`src/rtl/cpu_dmem_arbiter.sv`:
```
// cpu_dmem_arbiter: round-robin share of the 16-bit dmem bus between
// port 0 (execute stores/pushes) and port 1 (memory loads/pops).
// 32-bit accesses are split into two big-endian 16-bit beats.
// Build option: DMEM_ARB_MISALIGN_TRAP_EN -- when defined, a short/long access
// with adr[0]=1 is rejected with an error and no bus cycle; when undefined,
// adr[0] is cleared for short/long and the access proceeds.
//
// state | meaning
// IDLE  | bus idle, arbitrate pending requests
// BEAT0 | first (or only) beat on the bus
// BEAT1 | second beat of a long access, address adr+2
// RESP  | one-cycle ack/err to the granted port, bus idle
module cpu_dmem_arbiter #(
  parameter int ACK_TIMEOUT = 255
) (
  input  logic        clk_i,
  input  logic        rst_i,
  input  logic        req0_i,
  input  logic        req0_we_i,
  input  logic [1:0]  req0_size_i,
  input  logic [31:0] req0_adr_i,
  input  logic [31:0] req0_dat_i,
  output logic [31:0] req0_dat_o,
  output logic        req0_ack_o,
  output logic        req0_err_o,
  input  logic        req1_i,
  input  logic        req1_we_i,
  input  logic [1:0]  req1_size_i,
  input  logic [31:0] req1_adr_i,
  input  logic [31:0] req1_dat_i,
  output logic [31:0] req1_dat_o,
  output logic        req1_ack_o,
  output logic        req1_err_o,
  output logic        dmem_cyc_o,
  output logic        dmem_stb_o,
  output logic        dmem_we_o,
  output logic [1:0]  dmem_sel_o,
  output logic [31:0] dmem_address_o,
  output logic [15:0] dmem_data_o,
  input  logic [15:0] dmem_data_i,
  input  logic        dmem_ack_i
);

  typedef enum logic [1:0] {S_IDLE, S_BEAT0, S_BEAT1, S_RESP} state_t;

  localparam logic [7:0] LP_TIMEOUT = 8'(ACK_TIMEOUT);

  state_t      r_state, w_state_nxt;
  logic        r_last_grant, w_last_grant_nxt;
  logic        r_port, w_port_nxt;
  logic [1:0]  r_size, w_size_nxt;
  logic [31:0] r_adr, w_adr_nxt;
  logic [31:0] r_wdat, w_wdat_nxt;
  logic [15:0] r_rdat_hi, w_rdat_hi_nxt;
  logic [7:0]  r_cnt, w_cnt_nxt;
  logic        r_cyc, w_cyc_nxt;
  logic        r_stb, w_stb_nxt;
  logic        r_we, w_we_nxt;
  logic [1:0]  r_bsel, w_bsel_nxt;
  logic [31:0] r_badr, w_badr_nxt;
  logic [15:0] r_bdat, w_bdat_nxt;
  logic [31:0] r_dat0, w_dat0_nxt;
  logic [31:0] r_dat1, w_dat1_nxt;
  logic        r_ack0, w_ack0_nxt;
  logic        r_ack1, w_ack1_nxt;
  logic        r_err0, w_err0_nxt;
  logic        r_err1, w_err1_nxt;

  logic        w_req_any;
  logic        w_grant_port;
  logic        w_sel_we;
  logic [1:0]  w_sel_size;
  logic [31:0] w_sel_adr;
  logic [31:0] w_sel_dat;
  logic [31:0] w_adr_lat;
  logic [7:0]  w_cnt_inc;
  logic [31:0] w_rd_word;
  logic        w_done;
  logic        w_fail;

  // Round-robin pick: contested grant goes to the port that was not served last.
  assign w_req_any    = req0_i | req1_i;
  assign w_grant_port = (req0_i & req1_i) ? ~r_last_grant : req1_i;
  assign w_sel_we     = w_grant_port ? req1_we_i   : req0_we_i;
  assign w_sel_size   = w_grant_port ? req1_size_i : req0_size_i;
  assign w_sel_adr    = w_grant_port ? req1_adr_i  : req0_adr_i;
  assign w_sel_dat    = w_grant_port ? req1_dat_i  : req0_dat_i;
  assign w_adr_lat    = (w_sel_size == 2'b00) ? w_sel_adr : {w_sel_adr[31:1], 1'b0};
  assign w_cnt_inc    = r_cnt + 8'd1;

  // Read data assembly for the beat completing this cycle.
  always_comb begin
    w_rd_word = {r_rdat_hi, dmem_data_i};
    if (r_size == 2'b00)
      w_rd_word = {24'b0, (r_adr[0] ? dmem_data_i[7:0] : dmem_data_i[15:8])};
    else if (r_size == 2'b01)
      w_rd_word = {16'b0, dmem_data_i};
  end

  // Next-state, next-bus and response logic.
  always_comb begin
    w_state_nxt      = r_state;
    w_last_grant_nxt = r_last_grant;
    w_port_nxt       = r_port;
    w_size_nxt       = r_size;
    w_adr_nxt        = r_adr;
    w_wdat_nxt       = r_wdat;
    w_rdat_hi_nxt    = r_rdat_hi;
    w_cnt_nxt        = r_cnt;
    w_cyc_nxt        = r_cyc;
    w_stb_nxt        = r_stb;
    w_we_nxt         = r_we;
    w_bsel_nxt       = r_bsel;
    w_badr_nxt       = r_badr;
    w_bdat_nxt       = r_bdat;
    w_dat0_nxt       = r_dat0;
    w_dat1_nxt       = r_dat1;
    w_ack0_nxt       = 1'b0;
    w_ack1_nxt       = 1'b0;
    w_err0_nxt       = 1'b0;
    w_err1_nxt       = 1'b0;
    w_done           = 1'b0;
    w_fail           = 1'b0;
    case (r_state)
      S_IDLE: begin
        if (w_req_any) begin
          w_last_grant_nxt = w_grant_port;
          w_port_nxt       = w_grant_port;
          w_size_nxt       = w_sel_size;
          w_adr_nxt        = w_adr_lat;
          w_wdat_nxt       = w_sel_dat;
          w_cnt_nxt        = 8'd0;
          w_state_nxt      = S_BEAT0;
          w_cyc_nxt        = 1'b1;
          w_stb_nxt        = 1'b1;
          w_we_nxt         = w_sel_we;
          w_badr_nxt       = w_adr_lat;
          if (w_sel_size == 2'b00) begin
            w_bsel_nxt = w_sel_adr[0] ? 2'b01 : 2'b10;
            w_bdat_nxt = {w_sel_dat[7:0], w_sel_dat[7:0]};
          end else if (w_sel_size == 2'b01) begin
            w_bsel_nxt = 2'b11;
            w_bdat_nxt = w_sel_dat[15:0];
          end else begin
            w_bsel_nxt = 2'b11;
            w_bdat_nxt = w_sel_dat[31:16];
          end
`ifdef DMEM_ARB_MISALIGN_TRAP_EN
          if ((w_sel_size != 2'b00) && w_sel_adr[0])
            w_fail = 1'b1;
`endif
        end
      end
      S_BEAT0, S_BEAT1: begin
        if (dmem_ack_i) begin
          if ((r_state == S_BEAT0) && r_size[1]) begin
            w_state_nxt   = S_BEAT1;
            w_rdat_hi_nxt = dmem_data_i;
            w_badr_nxt    = r_adr + 32'd2;
            w_bdat_nxt    = r_wdat[15:0];
            w_cnt_nxt     = 8'd0;
          end else begin
            w_done = 1'b1;
          end
        end else if (w_cnt_inc == LP_TIMEOUT) begin
          w_fail = 1'b1;
        end else begin
          w_cnt_nxt = w_cnt_inc;
        end
      end
      S_RESP:  w_state_nxt = S_IDLE;
      default: w_state_nxt = S_IDLE;
    endcase
    if (w_done | w_fail) begin
      w_state_nxt = S_RESP;
      w_cyc_nxt   = 1'b0;
      w_stb_nxt   = 1'b0;
      w_we_nxt    = 1'b0;
      w_bsel_nxt  = 2'b00;
    end
    if (w_done) begin
      if (w_port_nxt) begin
        w_ack1_nxt = 1'b1;
        if (!r_we) w_dat1_nxt = w_rd_word;
      end else begin
        w_ack0_nxt = 1'b1;
        if (!r_we) w_dat0_nxt = w_rd_word;
      end
    end
    if (w_fail) begin
      if (w_port_nxt) w_err1_nxt = 1'b1;
      else            w_err0_nxt = 1'b1;
    end
  end

  // State and registered outputs; reset drops the bus immediately.
  always_ff @(posedge clk_i or negedge rst_i) begin
    if (!rst_i) begin
      r_state      <= S_IDLE;
      r_last_grant <= 1'b1;
      r_port       <= 1'b0;
      r_size       <= 2'b00;
      r_adr        <= 32'd0;
      r_wdat       <= 32'd0;
      r_rdat_hi    <= 16'd0;
      r_cnt        <= 8'd0;
      r_cyc        <= 1'b0;
      r_stb        <= 1'b0;
      r_we         <= 1'b0;
      r_bsel       <= 2'b00;
      r_badr       <= 32'd0;
      r_bdat       <= 16'd0;
      r_dat0       <= 32'd0;
      r_dat1       <= 32'd0;
      r_ack0       <= 1'b0;
      r_ack1       <= 1'b0;
      r_err0       <= 1'b0;
      r_err1       <= 1'b0;
    end else begin
      r_state      <= w_state_nxt;
      r_last_grant <= w_last_grant_nxt;
      r_port       <= w_port_nxt;
      r_size       <= w_size_nxt;
      r_adr        <= w_adr_nxt;
      r_wdat       <= w_wdat_nxt;
      r_rdat_hi    <= w_rdat_hi_nxt;
      r_cnt        <= w_cnt_nxt;
      r_cyc        <= w_cyc_nxt;
      r_stb        <= w_stb_nxt;
      r_we         <= w_we_nxt;
      r_bsel       <= w_bsel_nxt;
      r_badr       <= w_badr_nxt;
      r_bdat       <= w_bdat_nxt;
      r_dat0       <= w_dat0_nxt;
      r_dat1       <= w_dat1_nxt;
      r_ack0       <= w_ack0_nxt;
      r_ack1       <= w_ack1_nxt;
      r_err0       <= w_err0_nxt;
      r_err1       <= w_err1_nxt;
    end
  end

  assign dmem_cyc_o     = r_cyc;
  assign dmem_stb_o     = r_stb;
  assign dmem_we_o      = r_we;
  assign dmem_sel_o     = r_bsel;
  assign dmem_address_o = r_badr;
  assign dmem_data_o    = r_bdat;
  assign req0_dat_o     = r_dat0;
  assign req0_ack_o     = r_ack0;
  assign req0_err_o     = r_err0;
  assign req1_dat_o     = r_dat1;
  assign req1_ack_o     = r_ack1;
  assign req1_err_o     = r_err1;

endmodule

```
`config.mk`:
```
export PLATFORM = sky130hd
export DESIGN_NAME = cpu_dmem_arbiter
export DESIGN_NICKNAME = d
export VERILOG_FILES = /design/src/rtl/cpu_dmem_arbiter.sv
export SDC_FILE = /design/constraint.sdc
export NUM_CORES = 1
export LEC_CHECK = 0
export ABC_AREA = 1
export ABC_CLOCK_PERIOD_IN_PS = 2700
export BUFFER_PORTS_ARGS = -buffer_cell sky130_fd_sc_hd__buf_2
export CAP_MARGIN = 15
export CORE_ASPECT_RATIO = 0.7
export CORE_UTILIZATION = 55
export CTS_BUF_LIST = sky130_fd_sc_hd__clkbuf_4
export DETAILED_ROUTE_END_ITERATION = 6
export GPL_TIMING_DRIVEN = 1
export PLACE_DENSITY = 0.94
export SKIP_CTS_REPAIR_TIMING = 1
export SYNTH_ARGS = -nofsm -noshare
export SYNTH_HDL_FRONTEND = slang
export SYNTH_SLANG_ARGS = --single-unit
export TNS_END_PERCENT = 100
```
`constraint.sdc`:
```
create_clock -name clk_i -period 2.7 [get_ports clk_i]
set_input_delay 0.405 -clock clk_i [delete_from_list [all_inputs] [get_ports clk_i]]
set_output_delay 0.405 -clock clk_i [all_outputs]
set_load 0.02 [all_outputs]
```
Word-level counts from Yosys, hierarchy flattened. Index checks and enable logic that the tools add are counted.

Memory bits (read-only): 0. Bits in latches: 0. Memories: 0. Memory bits (writable): 0. Flip-flop bits (word level): 198. Output and inout port bits: 121. Logic and storage cells: 111. Input port bits: 155.

Add/sub/neg operators: 2. Shifts and indexed selects: 0. Bitwise gates (word level): 6. Equal/unequal tests: 14. Reduce and logical (&&, ||, !) cells: 16. Div/mod/pow operators: 0. Magnitude comparators: 0. Mux-type cells: 54. Multipliers: 0.

Operators with widths (count): 32-bit 2-to-1 mux (7); 16-bit 2-to-1 mux (5); 32-bit case mux with 2 select lines (1); 8-bit 2-to-1 mux (5); 32-bit by 2-bit adder with 32-bit output (second input constant) (1); 16-bit case mux with 2 select lines (1); 1-bit 2-to-1 mux (23); 2-bit 2-to-1 mux (10); 8-bit case mux with 2 select lines (1); 3-bit != test (second input constant) (5); 3-bit AND reduction (4); 8-bit by 1-bit adder with 8-bit output (second input constant) (1); 8-bit equality test (second input constant) (1); 4-bit AND reduction (2); 2-bit by 1-bit equality test with 1-bit output (second input constant) (3); 2-bit logical NOT (3); 2-bit != test (second input constant) (3); 2-bit case mux with 3 select lines (1); 2-bit nonzero test (3); 2-bit equality test (second input constant) (2); 2-bit AND reduction (2); 1-bit NOT (3); 1-bit OR (2); 2-bit OR reduction (1); 2 further kinds (2).

Depth between registers and ports, before layout.
Depth after elaboration: 8. Gate-level depth with buffers: 14. Depth with buffers taken out: 11.

Worst setup path after synthesis. Ideal clock, no wire load.

Path type: register -> register. From: register r_state[0]. To: register r_dat1[10] (netlist: req1_dat_o[10]). Clock period less this slack: 1.902 ns. Stages on the path, launching flop included: 13. Arrival time: 1.785 ns. Setup time: 0.117 ns. Required time: 2.583 ns. Path slack: 0.798 ns. Path buffers: 3. Cells stage by stage: dfrtp_1 inv_1 ha_1 buf_4 nand2_1 inv_1 nand2_2 nor3_4 inv_2 buf_2 buf_4 nand2_1 nand2_1.

Cells in the longest elaborated chain, start to end: 6. Elaborated cells on any way between the ends: 10. Those cells by class: 2 x eq/ne; 4 x mux; 4 x reduce/logical.

RTL lines: start: declaration (line 48) `state_t r_state, w_state_nxt;`; start signal: assignment (line 220) `r_state <= w_state_nxt;`; 2-bit by 1-bit equality test with 1-bit output (line 124, 156); 1-bit logical AND (line 156) `if ((r_state == S_BEAT0) && r_size[1]) begin`; 1-bit 2-to-1 mux (line 156); 1-bit 2-to-1 mux (line 155) `if (dmem_ack_i) begin`; 1-bit 2-to-1 mux (line 124) `case (r_state)`; 3-bit AND reduction (no source line) *; end signal: assignment (line 235) `r_dat1 <= w_dat1_nxt;`; end: declaration (line 63) `logic [31:0] r_dat1, w_dat1_nxt;`.

Every way passes the cells marked *; elsewhere a longest branch is shown, timed or not. A chain may end at the register's enable or synchronous reset.

Worst setup path after layout.
From: register r_adr[1]. To: register r_badr[19] (netlist: dmem_address_o[19]).

Cells in the longest elaborated chain, start to end: 4.

RTL lines: start: declaration (line 52) `logic [31:0] r_adr, w_adr_nxt;`; start signal: assignment (line 224) `r_adr <= w_adr_nxt;`; 32-bit by 2-bit adder with 32-bit output (line 159) `w_badr_nxt = r_adr + 32'd2;`; 32-bit 2-to-1 mux (line 156); 32-bit 2-to-1 mux (line 155); 32-bit case mux with 2 select lines (line 124); end signal: assignment (line 232) `r_badr <= w_badr_nxt;`; end: declaration (line 60) `logic [31:0] r_badr, w_badr_nxt;`.

Every way passes these cells. The select of a mux whose other input is x is not followed.

==> flow_summary.json <==
{
  "synthFlopType": "dfrtp_1",
  "grt-ovfl-total": 0,
  "wl_um": 29500,
  "gp_congestion": 0.923,
  "critPathRequiredTime_ns": 3.24,
  "core_area_um2": 18200,
  "ir_drop_mv": 0.852,
  "clock-sinks": 198,
  "p_per_area_nw_per_um2": 1230,
  "yosysSeqAreaShare": 0.479,
  "status": "complete, but fails checks",
  "cp-end-kind": "flip-flop",
  "num_vias": 10364,
  "htree_num_levels": 4,
  "critPathArrivalTime_ns": 2.84,
  "finalHoldViolations": 0,
  "ys_ff_latch": 198,
  "clk_path_buf_depth": 2,
  "via_per_inst": 5.46,
  "slew_headroom": 0.448,
  "fillers": 1491,
  "clkTransAtPathRegs_ns": 0.20,
  "grt_pass1_wl_um": 47700,
  "rsz0062_at_grt": "false",
  "grt_pass1_vias": 9684,
  "dp_slack_ns": 0.398,
  "routedWlPerCell_um": 15.6,
  "remaining_drc_errors": 17,
  "die_h_um": 117,
  "layout_setup_ws_ns": 0.401,
  "finalSetupViolCount": 0,
  "drive_above_1_share": 0.216,
  "layout_commonest_cell": "nand2_1",
  "diodes": 0,
  "hold_class": "in2reg",
  "ys_types": 35,
  "clkLatencyLatePin_ns": 0.63,
  "area_delta_synth_final_pct": 19.0,
  "final_nets": 1808,
  "max_freq_ghz": 0.435,
  "first_pass_iters": 7,
  "die_area_um2": 19400,
  "layout_common_cells": "529 x nand2_1, 274 x buf_2, 197 x dfrtp_1",
  "ys_warn_count": 0,
  "p_leak_nw": 6.58,
  "drv_cap": 0,
  "seq_area_um2": 4960,
  "worstSetupPathType": "reg2reg",
  "grt_max_degree": 85,
  "cts_tree": "built",
  "synthArstFlopShare": 1.00,
  "first_iter_violations": 1125,
  "syn_inst": 1403,
  "finalClockSkew_ns": 0.0358,
  "dieWidth_um": 166,
  "ant_nets": 0,
  "cts-root-buf": "clkbuf_4",
  "io_buffer_count": 275,
  "critPathMaxFanout": 6,
  "num_rows": 41,
  "tightest_slew_ns": 0.827,
  "fin_setup_tns_ns": 0,
  "syn_nets": 1563,
  "grt_usage": 0.311,
  "start_kind": "flip-flop",
  "mappedNetlistArea_um2": 10300,
  "utilization": 0.676,
  "start_util": 0.568,
  "antenna_found_initial": 0,
  "synth-edff-count": 0,
  "failed_checks": "DRC",
  "holdWs_ns": 0.0289,
  "multi_input_area_um2": 4660,
  "syn_area_per_cell_um2": 7.37,
  "numCtsBuffers": 17,
  "post-route-period-util": 0.851,
  "dp_hpwl_um": 21800,
  "slew_viol_final": 0,
  "ios": 276,
  "period_minus_slack_ns": 2.30
}
==> routing by layer <==
metal / vias up / wire length (um) / share of wire / global-route usage
li1: 4966 / - / - / -
met3: 55 / 2430 / 0.082 / 0.0549
met5: - / 0 / 0 / 0
met2: 502 / 13600 / 0.46 / 0.509
met1: 4841 / 12900 / 0.44 / 0.426
met4: 0 / 588 / 0.020 / 0.104
==> cell type report <==
type / instances / share of cell area
repair buffers: 298 / 0.133
clock inverters: 15 / 0.0180
flip-flops and latches: 198 / 0.403
clock buffers: 17 / 0.0104
well taps: 236 / 0.0240
multi-input cells: 1025 / 0.379
inverters: 108 / 0.0329
==> kinds of logic (layout without fill, tap and decap cells) <==
logic type / after synthesis / in the layout / synth area share
XOR/XNOR: 8 / 8 / 0.00678
flip-flops: 198 / 198 / 0.479
buffers and inverters: 180 / 438 / 0.0717
AND/OR/NAND/NOR: 793 / 793 / 0.314
multiplexers: 15 / 15 / 0.0155
AO/OA/AOI/OAI: 204 / 204 / 0.106
adder cells (fa/ha/maj): 5 / 5 / 0.00605
==> metrics by stage <==
step / std cells / instance area (um2) / power, mW
global route: 1897 / 12300 / 16.4
global placement: 1862 / 11900 / 13.0
detailed placement: 1862 / 11900 / 13.3
floorplan: 1403 / 10300 / 10.7
finish: 1897 / 12300 / 15.2
CTS: 1894 / 12300 / 15.1
==> synth_stat cells, drive strengths merged, types with 2 or more instances <==
library cell	n	share of area
nand2	533	0.19
dfrtp	197	0.48
nor2	129	0.048
o21ai	118	0.059
inv	107	0.039
nand3	96	0.046
a21oi	58	0.028
buf	37	0.020
clkbuf	35	0.013
nand3b	18	0.013
nand4	12	0.0073
o211ai	12	0.0087
a31oi	10	0.0061
mux2	8	0.0087
xor2	8	0.0068
mux2i	7	0.0068
ha	5	0.0061
nor3	3	0.0036
o21a	3	0.0022
or2	2	0.0012
==> where the power goes <==
part / internal, mW / switching (mW)
clock network: 0.500 / 1.30
registers: 4.37 / 1.01
logic: 2.58 / 5.43
total: 7.45 / 7.74
==> worst max-delay path, cell delays in order (launching register included) <==
cell     delay (ns)
dfrtp_1        0.54
ha_1           0.25
nand2_1        0.08
nor2_1         0.30
nand2_1        0.15
nor2_1         0.44
nand3_1        0.13
nand2_1        0.09
nand3_1        0.10
nand2_1        0.10
nand2_1        0.05
==> state kept, by name, indices dropped and copies added, names as in the netlist <==
| register | count |
|---|---|
| r_rdat_hi | 16 |
| req0_dat_o | 32 |
| req0_err_o | 1 |
| req1_dat_o | 32 |
| r_cnt | 8 |
| dmem_sel_o | 2 |
| dmem_address_o | 32 |
| req1_ack_o | 1 |
| dmem_stb_o | 1 |
| r_wdat | 16 |
| req0_ack_o | 1 |
| r_state | 2 |
| r_last_grant | 1 |
| r_size | 2 |
| r_port | 1 |
| r_adr | 32 |
| dmem_data_o | 16 |
| req1_err_o | 1 |
| dmem_we_o | 1 |
==> final timing paths <==
| path | start | endpoint | slack (ns) | cells past startpoint |
|---|---|---|---|---|
| worst max-delay path | r_adr[1] | dmem_address_o[19] | 0.40 | 10 |
| worst min-delay path | dmem_data_i[12] | r_rdat_hi[12] | 0.03 | 3 |
| worst max register to register | r_adr[1] | dmem_address_o[19] | 0.40 | 10 |
| worst min register to register | dmem_address_o[21] | dmem_address_o[21] | 0.49 | 2 |
| max in group asynchronous | rst_i | dmem_address_o[25] | 1.53 | 3 |
| min in group asynchronous | rst_i | r_rdat_hi[7] | 0.36 | 2 |
Note: power is estimated with default switching activity, not from simulation.
